File: src/rtl/cmd_uart_wrapper.sv
// cmd_uart_wrapper: robot-side endpoint of the remote command link.
// Receives two UART bytes (high byte first) and presents them as one 16-bit
// command. Transmits a one-byte response back to the host. RX and TX are
// independent, so the link is full duplex.
//
// Ports:
//   clk, rst_n   - system clock, asynchronous active-low reset
//   RX           - serial in from host (idle high, asynchronous)
//   TX           - serial out to host (idle high)
//   cmd          - assembled command {high_byte, low_byte}
//   cmd_rdy      - set on command completion, held until clr_cmd_rdy
//   clr_cmd_rdy  - single-cycle clear of cmd_rdy
//   resp         - response byte to transmit
//   send_resp    - single-cycle start of a response frame
//   resp_sent    - set when the stop bit completes, cleared by next send_resp
//   tx_busy      - high while a response frame is in flight
//   cmd_timeout  - one-cycle pulse when the low byte times out
//                  (present only when CMD_TIMEOUT_EN is defined)
//
// Optional feature macro: CMD_TIMEOUT_EN (abandon a half-received command
// after TIMEOUT_CLKS clocks in LOW).
module cmd_uart_wrapper #(
  parameter int unsigned BAUD_DIV     = 2604,
  parameter int unsigned TIMEOUT_CLKS = 1000000
) (
  input  logic        clk,
  input  logic        rst_n,
  input  logic        RX,
  output logic        TX,
  output logic [15:0] cmd,
  output logic        cmd_rdy,
  input  logic        clr_cmd_rdy,
  input  logic [7:0]  resp,
  input  logic        send_resp,
  output logic        resp_sent,
  output logic        tx_busy
`ifdef CMD_TIMEOUT_EN
  ,
  output logic        cmd_timeout
`endif
);

  localparam int unsigned CNT_W = 16;
  localparam int unsigned HALF  = BAUD_DIV / 2;

  typedef enum logic [1:0] {RX_IDLE, RX_START, RX_DATA, RX_STOP} rx_state_e;
  typedef enum logic       {ASM_HIGH, ASM_LOW} asm_state_e;
  typedef enum logic       {TX_IDLE, TX_XMIT} tx_state_e;

  // RX synchronizer and edge history (preset to idle level)
  logic rx_ff1_q, rx_ff2_q, rx_prev_q;

  rx_state_e        rx_state_q, rx_state_d;
  logic [CNT_W-1:0] rx_cnt_q, rx_cnt_d;
  logic [2:0]       rx_bits_q, rx_bits_d;
  logic [7:0]       rx_shift_q, rx_shift_d;
  logic             rx_rdy_q, rx_rdy_d;

  asm_state_e  asm_q, asm_d;
  logic [7:0]  high_q, high_d;
  logic [15:0] cmd_q, cmd_d;
  logic        cmd_rdy_q, cmd_rdy_d;
  logic        low_expired_c;

  tx_state_e        tx_state_q, tx_state_d;
  logic [CNT_W-1:0] tx_cnt_q, tx_cnt_d;
  logic [3:0]       tx_bits_q, tx_bits_d;
  logic [8:0]       tx_shift_q, tx_shift_d;
  logic             tx_q, tx_d;
  logic             tx_busy_q, tx_busy_d;
  logic             resp_sent_q, resp_sent_d;

  // State registers
  always_ff @(posedge clk or negedge rst_n) begin
    if (!rst_n) begin
      rx_ff1_q    <= 1'b1;
      rx_ff2_q    <= 1'b1;
      rx_prev_q   <= 1'b1;
      rx_state_q  <= RX_IDLE;
      rx_cnt_q    <= '0;
      rx_bits_q   <= '0;
      rx_shift_q  <= '0;
      rx_rdy_q    <= 1'b0;
      asm_q       <= ASM_HIGH;
      high_q      <= '0;
      cmd_q       <= '0;
      cmd_rdy_q   <= 1'b0;
      tx_state_q  <= TX_IDLE;
      tx_cnt_q    <= '0;
      tx_bits_q   <= '0;
      tx_shift_q  <= '0;
      tx_q        <= 1'b1;
      tx_busy_q   <= 1'b0;
      resp_sent_q <= 1'b0;
    end else begin
      rx_ff1_q    <= RX;
      rx_ff2_q    <= rx_ff1_q;
      rx_prev_q   <= rx_ff2_q;
      rx_state_q  <= rx_state_d;
      rx_cnt_q    <= rx_cnt_d;
      rx_bits_q   <= rx_bits_d;
      rx_shift_q  <= rx_shift_d;
      rx_rdy_q    <= rx_rdy_d;
      asm_q       <= asm_d;
      high_q      <= high_d;
      cmd_q       <= cmd_d;
      cmd_rdy_q   <= cmd_rdy_d;
      tx_state_q  <= tx_state_d;
      tx_cnt_q    <= tx_cnt_d;
      tx_bits_q   <= tx_bits_d;
      tx_shift_q  <= tx_shift_d;
      tx_q        <= tx_d;
      tx_busy_q   <= tx_busy_d;
      resp_sent_q <= resp_sent_d;
    end
  end

  // Bit-level receiver: mid-bit sampling, glitch and framing rejection
  always_comb begin
    rx_state_d = rx_state_q;
    rx_cnt_d   = rx_cnt_q;
    rx_bits_d  = rx_bits_q;
    rx_shift_d = rx_shift_q;
    rx_rdy_d   = 1'b0;
    unique case (rx_state_q)
      RX_IDLE: begin
        if (rx_prev_q && !rx_ff2_q) begin
          rx_state_d = RX_START;
          rx_cnt_d   = CNT_W'(HALF - 1);
        end
      end
      RX_START: begin
        if (rx_cnt_q == '0) begin
          // Line back high at mid-start means the falling edge was a glitch
          rx_state_d = rx_ff2_q ? RX_IDLE : RX_DATA;
          rx_cnt_d   = CNT_W'(BAUD_DIV - 1);
          rx_bits_d  = '0;
        end else begin
          rx_cnt_d = rx_cnt_q - CNT_W'(1);
        end
      end
      RX_DATA: begin
        if (rx_cnt_q == '0) begin
          rx_shift_d = {rx_ff2_q, rx_shift_q[7:1]};
          rx_cnt_d   = CNT_W'(BAUD_DIV - 1);
          rx_bits_d  = rx_bits_q + 3'd1;
          if (rx_bits_q == 3'd7) rx_state_d = RX_STOP;
        end else begin
          rx_cnt_d = rx_cnt_q - CNT_W'(1);
        end
      end
      RX_STOP: begin
        if (rx_cnt_q == '0) begin
          rx_state_d = RX_IDLE;
          rx_rdy_d   = rx_ff2_q;
        end else begin
          rx_cnt_d = rx_cnt_q - CNT_W'(1);
        end
      end
      default: rx_state_d = RX_IDLE;
    endcase
  end

`ifdef CMD_TIMEOUT_EN
  localparam int unsigned TMO_W = $clog2(TIMEOUT_CLKS + 1);

  logic [TMO_W-1:0] tmo_cnt_q, tmo_cnt_d;
  logic             cmd_timeout_q;

  // Counts clocks spent in LOW; any received byte restarts it
  always_comb begin
    tmo_cnt_d = '0;
    if (asm_q == ASM_LOW && !rx_rdy_q) tmo_cnt_d = tmo_cnt_q + TMO_W'(1);
  end

  assign low_expired_c = (asm_q == ASM_LOW) && !rx_rdy_q &&
                         (tmo_cnt_q == TMO_W'(TIMEOUT_CLKS - 1));

  always_ff @(posedge clk or negedge rst_n) begin
    if (!rst_n) begin
      tmo_cnt_q     <= '0;
      cmd_timeout_q <= 1'b0;
    end else begin
      tmo_cnt_q     <= low_expired_c ? '0 : tmo_cnt_d;
      cmd_timeout_q <= low_expired_c;
    end
  end

  assign cmd_timeout = cmd_timeout_q;
`else
  // LOW waits indefinitely for the low byte
  assign low_expired_c = 1'b0;
`endif

  // Command assembly: completion has priority over clr_cmd_rdy
  always_comb begin
    asm_d     = asm_q;
    high_d    = high_q;
    cmd_d     = cmd_q;
    cmd_rdy_d = cmd_rdy_q;
    if (clr_cmd_rdy) cmd_rdy_d = 1'b0;
    unique case (asm_q)
      ASM_HIGH: begin
        if (rx_rdy_q) begin
          high_d = rx_shift_q;
          asm_d  = ASM_LOW;
        end
      end
      ASM_LOW: begin
        if (rx_rdy_q) begin
          cmd_d     = {high_q, rx_shift_q};
          cmd_rdy_d = 1'b1;
          asm_d     = ASM_HIGH;
        end else if (low_expired_c) begin
          asm_d = ASM_HIGH;
        end
      end
      default: asm_d = ASM_HIGH;
    endcase
  end

  // Transmitter: start bit driven directly, then data LSB first and stop
  always_comb begin
    tx_state_d  = tx_state_q;
    tx_cnt_d    = tx_cnt_q;
    tx_bits_d   = tx_bits_q;
    tx_shift_d  = tx_shift_q;
    tx_d        = tx_q;
    tx_busy_d   = tx_busy_q;
    resp_sent_d = resp_sent_q;
    unique case (tx_state_q)
      TX_IDLE: begin
        if (send_resp) begin
          tx_state_d  = TX_XMIT;
          tx_shift_d  = {1'b1, resp};
          tx_d        = 1'b0;
          tx_busy_d   = 1'b1;
          resp_sent_d = 1'b0;
          tx_cnt_d    = CNT_W'(BAUD_DIV - 1);
          tx_bits_d   = '0;
        end
      end
      TX_XMIT: begin
        if (tx_cnt_q == '0) begin
          if (tx_bits_q == 4'd9) begin
            tx_state_d  = TX_IDLE;
            tx_d        = 1'b1;
            tx_busy_d   = 1'b0;
            resp_sent_d = 1'b1;
          end else begin
            tx_d       = tx_shift_q[0];
            tx_shift_d = {1'b1, tx_shift_q[8:1]};
            tx_bits_d  = tx_bits_q + 4'd1;
            tx_cnt_d   = CNT_W'(BAUD_DIV - 1);
          end
        end else begin
          tx_cnt_d = tx_cnt_q - CNT_W'(1);
        end
      end
      default: tx_state_d = TX_IDLE;
    endcase
  end

  assign TX        = tx_q;
  assign cmd       = cmd_q;
  assign cmd_rdy   = cmd_rdy_q;
  assign resp_sent = resp_sent_q;
  assign tx_busy   = tx_busy_q;

endmodule

File: config.mk
export PLATFORM = sky130hd
export DESIGN_NAME = cmd_uart_wrapper
export DESIGN_NICKNAME = d
export VERILOG_FILES = /design/src/rtl/cmd_uart_wrapper.sv
export SDC_FILE = /design/constraint.sdc
export NUM_CORES = 1
export LEC_CHECK = 0
export CAP_MARGIN = 20
export CORE_UTILIZATION = 58
export DETAILED_ROUTE_END_ITERATION = 6
export PLACE_DENSITY_LB_ADDON = 0.3
export RECOVER_POWER = 100
export SETUP_SLACK_MARGIN = 0.3
export SKIP_CTS_REPAIR_TIMING = 1
export SKIP_LAST_GASP = 1
export SYNTH_ARGS = -nofsm -noshare
export SYNTH_HDL_FRONTEND = slang
export SYNTH_SLANG_ARGS = --single-unit
File: constraint.sdc
create_clock -name clk -period 2.85 [get_ports clk]
set_input_delay 0.57 -clock clk [delete_from_list [all_inputs] [get_ports clk]]
set_output_delay 0.57 -clock clk [all_outputs]
set_load 0.005 [all_outputs]
==> results of run 1 <==
worst reg2reg max path, cell delays in order, from the launching register on:
cell      delay [ns]
dfrtp_1         0.40
inv_1           0.10
ha_1            0.21
nor4bb_1        0.15
and4_1          0.23
buf_4           0.17
a21oi_1         0.40
clkbuf_1        0.52
o21ai_0         0.20
worst max path at each step:
stage | start | end | slack, ns | cells past startpoint
detailed placement | rx_cnt_q[0]$_DFFE_PN0P_ | rx_cnt_q[4]$_DFFE_PN0P_ | 0.42 | 7
finish | tx_cnt_q[0]$_DFFE_PN0P_ | tx_shift_q[4]$_DFFE_PN0P_ | 0.33 | 8
floorplan | rx_state_q[0]$_DFFE_PN0P_ | rx_cnt_q[12]$_DFFE_PN0P_ | 0.74 | 8
global placement | rx_cnt_q[0]$_DFFE_PN0P_ | rx_cnt_q[4]$_DFFE_PN0P_ | 0.53 | 7
CTS | rx_cnt_q[0]$_DFFE_PN0P_ | rx_cnt_q[4]$_DFFE_PN0P_ | 0.38 | 7
global route | rst_n | rx_shift_q[4]$_DFFE_PN0P_ | 0.20 | 2
layout make-up:
type / instances / area share [%]
clock buffers: 10 / 2.52
well taps: 99 / 2.44
flip-flops and latches: 92 / 45.5
repair buffers: 39 / 7.33
clock inverters: 6 / 1.09
multi-input cells: 293 / 39.8
inverters: 17 / 1.26
flip-flops by register name, indices dropped and copies added (netlist names), named ones only:
register / cells
TX: 1
asm_q: 1
cmd: 16
cmd_rdy: 1
high_q: 8
resp_sent: 1
rx_bits_q: 3
rx_cnt_q: 16
rx_ff1_q: 1
rx_ff2_q: 1
rx_prev_q: 1
rx_rdy_q: 1
rx_shift_q: 8
rx_state_q: 1
tx_bits_q: 4
tx_busy: 1
tx_cnt_q: 16
tx_shift_q: 9
tx_state_q: 1
metrics by stage:
stage	utilization, %	worst slack (ns)	cells	total power [mW]
2_1_floorplan	-	0.741	416	2.78
3_3_place_gp	66.8	0.534	540	3.08
3_5_place_dp	66.8	0.420	540	3.14
4_1_cts	69.3	0.383	556	3.97
5_1_grt	69.1	0.200	556	4.24
6_report	69.1	0.330	556	3.95
cell usage after synthesis, drive strengths merged (2+ instances only):
library cell / number / area, sq um
nor2b: 3 / 18.8
or2: 3 / 18.8
a22o: 3 / 26.3
a211oi: 2 / 15.0
nor4: 10 / 83.8
a21oi: 17 / 88.8
xor2: 6 / 52.6
a32oi: 3 / 26.3
o211ai: 3 / 22.5
o31ai: 2 / 15.0
and4: 3 / 26.3
xnor2: 7 / 61.3
or3: 10 / 62.6
inv: 17 / 63.8
a32o: 2 / 20.0
a31oi: 3 / 18.8
a21boi: 2 / 15.0
clkbuf: 9 / 33.8
dfstp: 4 / 105
dfrtp: 88 / 2200
o21ai: 36 / 184
and2: 3 / 18.8
mux2i: 8 / 80.1
nand2: 33 / 126
o22a: 2 / 17.5
nor2: 30 / 113
nand2b: 5 / 31.3
nor3: 13 / 65.1
nand3: 10 / 50.1
nand4: 8 / 50.1
or4: 5 / 45.0
ha: 15 / 188
nor4b: 2 / 17.5
o32a: 2 / 20.0
mux2: 31 / 349
a21o: 2 / 15.0
buf: 5 / 23.8
report_power, final:
part	switching [mW]	internal [mW]	leakage, nW	total, mW
registers	0.265	1.55	1.20	1.81
clock network	0.479	0.336	0.0938	0.815
logic	0.782	0.545	1.14	1.33
per-layer routing:
metal / track usage, % / wire length [microns] / vias to the layer above
li1: - / - / 1584
met1: 30.7 / 3810 / 1587
met2: 39.3 / 4250 / 104
met3: 6.12 / 445 / 15
met4: 10.1 / 112 / 0
met5: 0 / 0 / -
logic make-up (layout without fill, tap and decap cells):
kind of cell | count (synthesis) | count (layout) | share of synthesized area [%]
simple gates | 141 | 141 | 16.9
flops | 92 | 92 | 51.8
compound gates | 85 | 85 | 12.1
mux | 39 | 39 | 9.64
buf+inv | 31 | 72 | 2.73
fa+ha+maj | 15 | 15 | 4.22
xor+xnor | 13 | 13 | 2.56
==> impl_metrics.tcl, run 1 <==
set metrics [dict create \
    status "complete, no violations" \
    clk_path_buf_depth 2 \
    postPlaceCellArea_sq_mm 0.00490 \
    firstDrtPassIters 7 \
    yosysSeqAreaShare_pct 51.8 \
    multi_input_area_sq_mm 0.00202 \
    holdPathStages 0 \
    fin_crit_sh_pct 88.4 \
    final-setup-viol-count 0 \
    ys.flop_type "dfrtp_1" \
    slew_viol_final 0 \
    syn_nets 444 \
    synthDistinctLibCells 54 \
    final_nets 480 \
    max_slew_margin_pct 4.45 \
    report.final.hold_viol_count 0 \
    numCtsBuffers 9 \
    n_fill_cell 517 \
    synth_enable_flop_cells 0 \
    first_global_vias 3202 \
    ys_seq_elements 92 \
    skew_ns 0.0116 \
    critical_path_required_ns 3.08 \
    cp.arrival_ns 2.75 \
    layout_commonest_cell "dfrtp_1" \
    ioPinCount 33 \
    timing.fmax_ghz 0.397 \
    startpoint_type "flop" \
    via_count 3290 \
    hp-class "flop to flop" \
    start_util_pct 60.7 \
    drt-initial-drc-count 141 \
    grt-ovfl-total 0 \
    final-seq-area_sq_mm 0.00231 \
    hp-start "rx_ff1_q$_DFF_PN1_" \
    synthCells 416 \
    cts_root_buf "clkbuf_8" \
    grtUsageTotal_pct 24.1 \
    cap_violations 0 \
    finalCriticalPeriod_ns 2.52 \
    r2r_end "tx_shift_q[4]$_DFFE_PN0P_" \
    rows 31 \
    rrSetupSlack_ns 0.33 \
    holdWs_ns 0.368 \
    cp_max_fo 18 \
    diodes 0 \
    powerDensity_mw_per_mm2 780 \
    r2r_cells 8 \
    cp_slowest_cell "clkbuf_1" \
    vias_per_cell 5.92 \
    gp_congestion 0.897 \
    p_leak_nw 2.43 \
    drc 0 \
    io_buffers 32 \
    yosys_warnings 0 \
    drive_gt1_share_pct 14.0 \
    tightest_slew_ns 1.43 \
    syn_to_final_growth_pct 13.9 \
    clk_pin_slew_ns 0.10 \
    grt_max_degree 48 \
    clock_latency_ns 0.37 \
    slowest_delay_ns 0.52 \
    critPathCaptureType "flop" \
    synth_area_per_cell_sq_um 10.7 \
    core_area_sq_mm 0.00733 \
    netlist_area_sq_mm 0.00445 \
    setup_tns_ns 0 \
    dieHeight_microns 89.6 \
    die-area_sq_mm 0.00803 \
    grt_pass1_wl_microns 14600 \
    worstReg2RegStart "tx_cnt_q[0]$_DFFE_PN0P_" \
    htree_levels 3 \
    ys_async_sr_fraction_pct 100 \
    whs_endpoint "rx_ff2_q$_DFF_PN1_" \
    cts_tree "yes" \
    final_cell_mix "88 x dfrtp_1, 35 x o21ai_0, 33 x nand2_1" \
    critPathKind "flop to flop" \
    place_hpwl_microns 6180 \
    postLayoutCellArea_sq_mm 0.00507 \
    ant_nets 0 \
    cts_sinks 92 \
    crit_chain "inv_1 > ha_1 > nor4bb_1 > and4_1 > buf_4 > a21oi_1 > clkbuf_1 > o21ai_0" \
    antenna_found_initial 0 \
    wire_per_inst_microns 15.5 \
    cp_top_family "buffers and inverters" \
    rsz0062_at_grt "no" \
    ir_drop_mv 0.747 \
    wirelength_microns 8620 \
    die_w_microns 89.6 \
    worst-path-buf-inv 3 \
]
Power figures use the tool's default switching activity.
==> inputs of run 2 (changes only) <==
--- a/config.mk
+++ b/config.mk
@@ -5,6 +5,7 @@
 export SDC_FILE = /design/constraint.sdc
 export NUM_CORES = 1
 export LEC_CHECK = 0
+export ABC_CLOCK_PERIOD_IN_PS = 2850
 export CAP_MARGIN = 20
 export CORE_UTILIZATION = 58
 export DETAILED_ROUTE_END_ITERATION = 6
==> results of run 2 <==
Same layout as run 1: the final DEF is identical, and so are final timing and power.
